### src/rtl/i2s_transmitter.sv
// I2S output stage: single-entry stereo hold buffer feeding a 64-BCLK frame serializer.
// The last frame is replayed whenever upstream misses a frame boundary.
module i2s_transmitter #(
  parameter int AUDIO_CLOCK       = 16934400,
  parameter int AUDIO_SAMPLE_RATE = 44100,
  parameter int AUDIO_BIT_WIDTH   = 24,
  parameter int SLOT_WIDTH        = 32
) (
  input  logic                              clock,
  input  logic                              reset,
  input  logic signed [AUDIO_BIT_WIDTH-1:0] sample_left,
  input  logic signed [AUDIO_BIT_WIDTH-1:0] sample_right,
  input  logic                              sample_valid,
  output logic                              sample_ready,
  output logic                              i2s_bclk,
  output logic                              i2s_lrck,
  output logic                              i2s_sdata,
  output logic                              frame_start,
  output logic                              underrun
);

  localparam int CLKS_PER_FRAME = AUDIO_CLOCK / AUDIO_SAMPLE_RATE;
  localparam int BITS_PER_FRAME = 2 * SLOT_WIDTH;
  localparam int BCLK_DIV       = CLKS_PER_FRAME / BITS_PER_FRAME;
  localparam int DIV_W          = (BCLK_DIV > 1) ? $clog2(BCLK_DIV) : 1;
  localparam int BIT_W          = $clog2(BITS_PER_FRAME);

  localparam logic [DIV_W-1:0] DIV_LAST = DIV_W'(BCLK_DIV - 1);
  localparam logic [DIV_W-1:0] DIV_HALF = DIV_W'(BCLK_DIV / 2);
  localparam logic [BIT_W-1:0] BIT_LAST = BIT_W'(BITS_PER_FRAME - 1);
  localparam logic [BIT_W-1:0] SLOT     = BIT_W'(SLOT_WIDTH);

  if ((AUDIO_CLOCK % AUDIO_SAMPLE_RATE != 0) || (CLKS_PER_FRAME % BITS_PER_FRAME != 0) ||
      (BCLK_DIV < 2) || (BCLK_DIV % 2 != 0) || (AUDIO_BIT_WIDTH > SLOT_WIDTH - 1)) begin : g_param_check
    $error("i2s_transmitter: clock/rate/slot/width parameters are inconsistent");
  end

  // Slot position 1..AUDIO_BIT_WIDTH carries the sample MSB first; everything else is zero.
  function automatic logic pick_bit(input logic [AUDIO_BIT_WIDTH-1:0] s,
                                    input logic [BIT_W-1:0] pos);
    logic b;
    b = 1'b0;
    for (int i = 0; i < AUDIO_BIT_WIDTH; i++) begin
      if (pos == BIT_W'(AUDIO_BIT_WIDTH - i)) b = s[i];
    end
    return b;
  endfunction

  logic [DIV_W-1:0]                 div_cnt;
  logic [BIT_W-1:0]                 bit_cnt;
  logic                             wrap_pending;
  logic                             hold_full;
  logic signed [AUDIO_BIT_WIDTH-1:0] hold_left, hold_right;
  logic signed [AUDIO_BIT_WIDTH-1:0] tx_left, tx_right;

  logic                             bit_edge, wrap_edge, load_hold, accept, in_right, next_sdata;
  logic [DIV_W-1:0]                 div_next;
  logic [BIT_W-1:0]                 bit_next, slot_pos;
  logic signed [AUDIO_BIT_WIDTH-1:0] tx_left_next, tx_right_next;

  assign sample_ready = !hold_full && !reset;
  assign accept       = sample_valid && sample_ready;

  always_comb begin
    bit_edge      = (div_cnt == DIV_LAST);
    // The first bit edge after reset starts a frame at bit 0 rather than advancing.
    wrap_edge     = bit_edge && (wrap_pending || (bit_cnt == BIT_LAST));
    load_hold     = wrap_edge && hold_full;
    div_next      = bit_edge ? '0 : div_cnt + 1'b1;
    bit_next      = wrap_edge ? '0 : bit_cnt + 1'b1;
    in_right      = (bit_next >= SLOT);
    slot_pos      = in_right ? bit_next - SLOT : bit_next;
    tx_left_next  = load_hold ? hold_left  : tx_left;
    tx_right_next = load_hold ? hold_right : tx_right;
    next_sdata    = in_right ? pick_bit(tx_right_next, slot_pos)
                             : pick_bit(tx_left_next, slot_pos);
  end

  always_ff @(posedge clock) begin
    if (reset) begin
      div_cnt      <= '0;
      bit_cnt      <= '0;
      wrap_pending <= 1'b1;
      hold_full    <= 1'b0;
      tx_left      <= '0;
      tx_right     <= '0;
      i2s_bclk     <= 1'b0;
      i2s_lrck     <= 1'b0;
      i2s_sdata    <= 1'b0;
      frame_start  <= 1'b0;
      underrun     <= 1'b0;
    end else begin
      div_cnt     <= div_next;
      i2s_bclk    <= (div_next >= DIV_HALF);
      frame_start <= wrap_edge;
      underrun    <= wrap_edge && !hold_full;
      if (bit_edge) begin
        bit_cnt      <= bit_next;
        wrap_pending <= 1'b0;
        i2s_lrck     <= in_right;
        i2s_sdata    <= next_sdata;
      end
      // On underrun the transmit registers simply keep the previous frame.
      tx_left  <= tx_left_next;
      tx_right <= tx_right_next;
      if (load_hold) hold_full <= 1'b0;
      else if (accept) hold_full <= 1'b1;
    end
  end

  always_ff @(posedge clock) begin
    if (accept) begin
      hold_left  <= sample_left;
      hold_right <= sample_right;
    end
  end

endmodule

### config.mk
export PLATFORM = sky130hd
export DESIGN_NAME = i2s_transmitter
export DESIGN_NICKNAME = d
export VERILOG_FILES = /design/src/rtl/i2s_transmitter.sv
export SDC_FILE = /design/constraint.sdc
export NUM_CORES = 1
export LEC_CHECK = 0
export CAP_MARGIN = 0
export CORE_ASPECT_RATIO = 2
export CORE_MARGIN = 2
export CORE_UTILIZATION = 54
export CTS_CLUSTER_SIZE = 20
export DETAILED_ROUTE_END_ITERATION = 7
export GPL_TIMING_DRIVEN = 0
export HOLD_SLACK_MARGIN = 0.06
export PLACE_DENSITY = 0.79
export SLEW_MARGIN = 30
export SYNTH_ARGS = -nofsm -noshare
export SYNTH_HDL_FRONTEND = slang
export SYNTH_SLANG_ARGS = --single-unit
### constraint.sdc
create_clock -name clock -period 3.8 [get_ports clock]
set_input_delay 0.95 -clock clock [delete_from_list [all_inputs] [get_ports clock]]
set_output_delay 0.95 -clock clock [all_outputs]
set_load 0.005 [all_outputs]
Word-level counts from Yosys, hierarchy flattened

Index checks and enable logic that the tools add are counted.
Widths: inputs -> output; s select.

Bits in writable memories: 0
Latch bits: 0
Output and inout bits: 6
Register bits: 112
Bits of input ports: 51
Bits in read-only memories: 0
Memories: 0
Logic and storage cells: 107

Shifts and indexed selects: 0
Equal/unequal tests: 26
$mul: 0
Bitwise logic cells: 0
Add/sub/neg operators: 3
Mux-type cells: 54
Divide/modulo/power cells: 0
Reductions and logical operators: 9
Order comparisons: 2

Operators with widths:

| cell                | number |
|---|---|
| $eq 6x5->1 const B  | 9 |
| $mux 1              | 49 |
| $eq 6x4->1 const B  | 8 |
| $mux 24             | 2 |
| $eq 6x3->1 const B  | 4 |
| $eq 6x2->1 const B  | 2 |
| $mux 6              | 2 |
| $add 6x1->6 const B | 1 |
| $eq 6x1->1 const B  | 1 |
| $eq 6x6->1 const B  | 1 |
| $ge 6x6->1 const B  | 1 |
| $sub 6x6->6 const B | 1 |
| $logic_and 1x1->1   | 5 |
| $add 3x1->3 const B | 1 |
| $eq 3x3->1 const B  | 1 |
| $ge 3x2->1 const B  | 1 |
| $mux 3              | 1 |
| $logic_not 1->1     | 2 |
| $reduce_or 2->1     | 1 |
| $logic_or 1x1->1    | 1 |

Depth between registers and ports, before layout

Word-level depth: 32
Depth in mapped cells: 11
Depth with buffers taken out: 9

Worst setup path before layout

OpenSTA, ideal clock, no wires.

Kind: in2reg
Start: in reset
End: reg hold_left[0] (enable)
Buffers on the path: 1
Setup time: 0.411 ns
Stages on the path: 3
Arrival: 2.460 ns
Required time: 3.389 ns
Path slack: 0.930 ns
Cells stage by stage: clkbuf_1 -> nor2_1 -> and2_1

Longest elaborated chain between the ends: 3

RTL lines:

| item                 | RTL line | source |
|---|---|---|
| start, declared      | 10       | `input logic reset,` |
| $logic_not 1->1      | 61       | `assign sample_ready = !hold_full && !reset;` |
| $logic_and 1x1->1    | 61       |  |
| via sample_ready     | 14       | `output logic sample_ready,` |
| $logic_and 1x1->1    | 62       | `assign accept = sample_valid && sample_ready;` |
| via accept           | 56       | `logic bit_edge, wrap_edge, load_hold, accept, in_right, next_sdata;` |
| end signal, assigned | 113      | `hold_left <= sample_left;` |
| end, declared        | 53       | `logic signed [AUDIO_BIT_WIDTH-1:0] hold_left, hold_right;` |

The timed path passes the listed nets, and every way through them passes these cells.
A chain may end at the register's enable or synchronous reset.

Worst setup path after layout

Start: in reset
End: out sample_ready

Longest elaborated chain between the ends: 2

RTL lines:

| item              | RTL line |
|---|---|
| $logic_not 1->1   | 61 |
| $logic_and 1x1->1 | 61 |
| end, declared     | 14 |

Every way passes these cells.

==> key figures <==
Outcome
  – Status: finished, final reports clean

CTS
  – Root Buffer: clkbuf_16
  – CTS sink count: ~110
  – Worst-Skew Late Latency: 0.36 ns
  – Post-CTS Setup Repair Bufs: 0
  – # H-tree levels: 3
  – Clock transition at path regs: around 0.070 ns
  – Cts hold-fix bufs: 0
  – Worst-case clock buffer depth: 2
  – CTS-repair resized insts: 0
  – Num CTS Buffers: 9
  – CTS tree: done

Logic synthesis
  – Ys async rst share: 0%
  – Post-synth top flop: dfxtp_1
  – Mapped Cells: just under 500
  – Sequential share of the synthesized area: around 56%
  – Top post-synthesis cells by area: edfxtp_1 (30%), dfxtp_1 (27%), nand2_1 (8.0%)
  – Mapped Area: ~0.0048 mm2
  – Ys Warns: 0
  – Synth area leader: edfxtp_1
  – Avg Cell Area, Syn: 9.83 um2
  – Net count after synthesis: 543
  – Share of the synthesized area in the top cell type: 29.9%
  – Yosys cell types: 72
  – Yosys reg bits: 112
  – EDFF count, synth: 48

Finish
  – Multi-input gate area: ~0.0019 mm2
  – # nets final: just over 600
  – # diodes: 0
  – Post-Layout Cell Count: between 600 and 700
  – Final core occ: between 60% and 70%
  – Sequential Area: 0.00272 mm2
  – Layout cell share with drive strength beyond 1: between 8 and 9%
  – Synth-to-Final Area Change: 20.9%
  – Fillers: 706

STA
  – Clk_skew: ~0.010 ns
  – Slew Limit Headroom: 51.4%
  – Worst slew pin tran: a little over 0.7 ns
  – Fin crit period: 3.50 ns
  – Period utilisation layout: 92.2%
  – Fin. max-slew vios: 0
  – Fin. Hold Viols: 0
  – Max frequency: 285 MHz
  – RSZ-0062 raised after global routing: false
  – Final setup vio count: 0

Critical path
  – CP Capture Type: primary output
  – Worst reg2reg path startpoint: bit_cnt[0]
  – Crit start category: input pin
  – Slowest-stage cell, CP: clkbuf_1
  – Worst EP required: ~2.9 ns
  – Cell repeated most along the worst path: clkdlybuf4s50_1
  – Crit path cell chain: clkdlybuf4s50_1 > clkbuf_1 > nor2_1 > clkdlybuf4s50_1
  – CP arrival: 2.55 ns
  – Worst Path Max Fanout: 10
  – Cell count of the worst reg-to-reg path: 10
  – Slowest stage delay, CP: between 0.5 and 0.6 ns
  – FF-to-FF End: i2s_sdata
  – Setup Crit Path Kind: in -> out
  – R2R setup slack: 0.90 ns

Detailed routing
  – Wire per inst: 20.1 um
  – Final WL: 13.3 mm
  – Drt pass-1 iters: 5
  – DRC violations left: 0
  – Iteration-0 DRC Markers: ~190
  – DRT antenna net count: 0
  – Vias per inst: 6.09
  – DR vias: roughly 4000

Hold path
  – Endpoint, Worst Hold: tx_left[8]
  – Hold Path Stages: 2
  – Worst Hold Class: reg -> reg
  – Hold Crit Start: tx_left[8]

Placed design
  – RePlAce Congestion: 0.974
  – Inst Count DP: between 600 and 700
  – Post-DP HPWL: roughly 10 mm
  – Buffers added on ports: 56

Global route
  – GRT Util Overall: 28.7%
  – Overflow left after global routing: 0
  – First-pass GRT wire length: around 21 mm
  – Vias in the first global route: around 4200
  – Pin count of the biggest net entering global routing: 33
  – Initial antenna violation count: 0

Power and ir drop
  – Worst VDD drop: roughly 0.35 mV
  – Lkg Pwr: between 1.5 and 2 nW
  – Overall power: roughly 2.3 mW
  – PwrDens: 399 mW/mm2

Die
  – Area of the die: 0.00975 mm2
  – I/O Pins: 57
  – Site row count: 48
  – Initial core utilization: between 50% and 60%
  – Core box area: about 0.0086 mm2
  – Die span in y: about 140 um
  – Die W: between 70 and 80 um

Run
  – # Max-Cap Violations: 0
-- metal layers --
metal / track usage [%] / vias to the layer above / share of wire, %
met4: 21.3 / 0 / 7.0
met2: 53.1 / 154 / 55
met5: 0 / - / 0
met1: 28.3 / 1933 / 34
li1: - / 1899 / -
met3: 3.95 / 57 / 3.7
-- critical path, delay by kind of cell --
kind | cells | cell delay, ns
buf+inv | 3 | 1.49
simple gates | 1 | 0.11
-- final cells by class --
type	count	share of cell area, %
plain buffers	33	2.81
clock buffers	9	3.86
clock inverters	7	1.29
inverters	5	0.322
multi-input cells	341	32.9
flip-flops and latches	112	46.7
well taps	100	2.15
repair buffers	57	9.95
-- cell usage after synthesis, types with 4 or more instances --
| master | number |
|---|---|
| a211oi_1 | 6 |
| a21oi_1 | 56 |
| a31oi_1 | 9 |
| and2_1 | 6 |
| buf_2 | 10 |
| clkbuf_1 | 17 |
| dfxtp_1 | 64 |
| edfxtp_1 | 48 |
| inv_1 | 4 |
| mux2i_1 | 12 |
| nand2_1 | 103 |
| nand3_1 | 9 |
| nor2_1 | 41 |
| nor3_1 | 7 |
| o21ai_0 | 11 |
-- how the worst max path moves through the flow --
stage	startpoint	slack, ns	endpoint	depth (start not counted)
2_1_floorplan	reset	0.93	hold_left[0]	3
3_3_place_gp	reset	-0.003	hold_left[13]	4
3_5_place_dp	reset	0.29	sample_ready	4
4_1_cts	reset	0.29	sample_ready	4
5_1_grt	reset	0.18	sample_ready	4
6_report	reset	0.30	sample_ready	4
-- layout by cell type (no fill, tap or decap), drive strengths merged, types with 9 or more instances in the layout --
cell type	netlist	routed
a31oi	10	10
nand3	9	9
buf	16	17
nor2	41	41
dfxtp	64	64
mux2i	12	12
o21ai	12	12
a21oi	57	57
clkdlybuf4s50	0	56
edfxtp	48	48
nand2	105	105
clkbuf	17	26
-- logic make-up after synthesis --
family	count (synthesis)	share of synthesized area, %
adder cells (fa/ha/maj)	1	0.259
buffers and inverters	38	3.79
multiplexers	15	3.42
flip-flops	112	56.4
AND/OR/NAND/NOR	193	18.0
AO/OA/AOI/OAI	131	17.9
XOR/XNOR	1	0.182
-- registers in the layout, indices dropped and copies added, names as in the netlist --
signal        cells
bit_cnt           6
div_cnt           3
frame_start       1
hold_full         1
hold_left        24
hold_right       24
i2s_bclk          1
i2s_lrck          1
i2s_sdata         1
tx_left          24
tx_right         24
underrun          1
wrap_pending      1
-- report_power, final --
part           switching (mW)  total (mW)  internal (mW)
combinational          0.0414       0.100         0.0591
clock                   0.465       0.931          0.466
sequential             0.0139        1.30           1.28
-- per-stage QoR --
stage | area (um2) | hold slack (ns) | setup WS [ns] | setup TNS [ns]
floorplan | 4820 | 0.432 | 0.930 | 0
global placement | 5510 | 0.442 | -0.00339 | -0.0451
finish | 5830 | 0.457 | 0.297 | 0
CTS | 5830 | 0.455 | 0.288 | 0
detailed placement | 5530 | 0.447 | 0.293 | 0
global route | 5830 | 0.487 | 0.182 | 0
No activity file was read; power rests on OpenSTA's default activity.
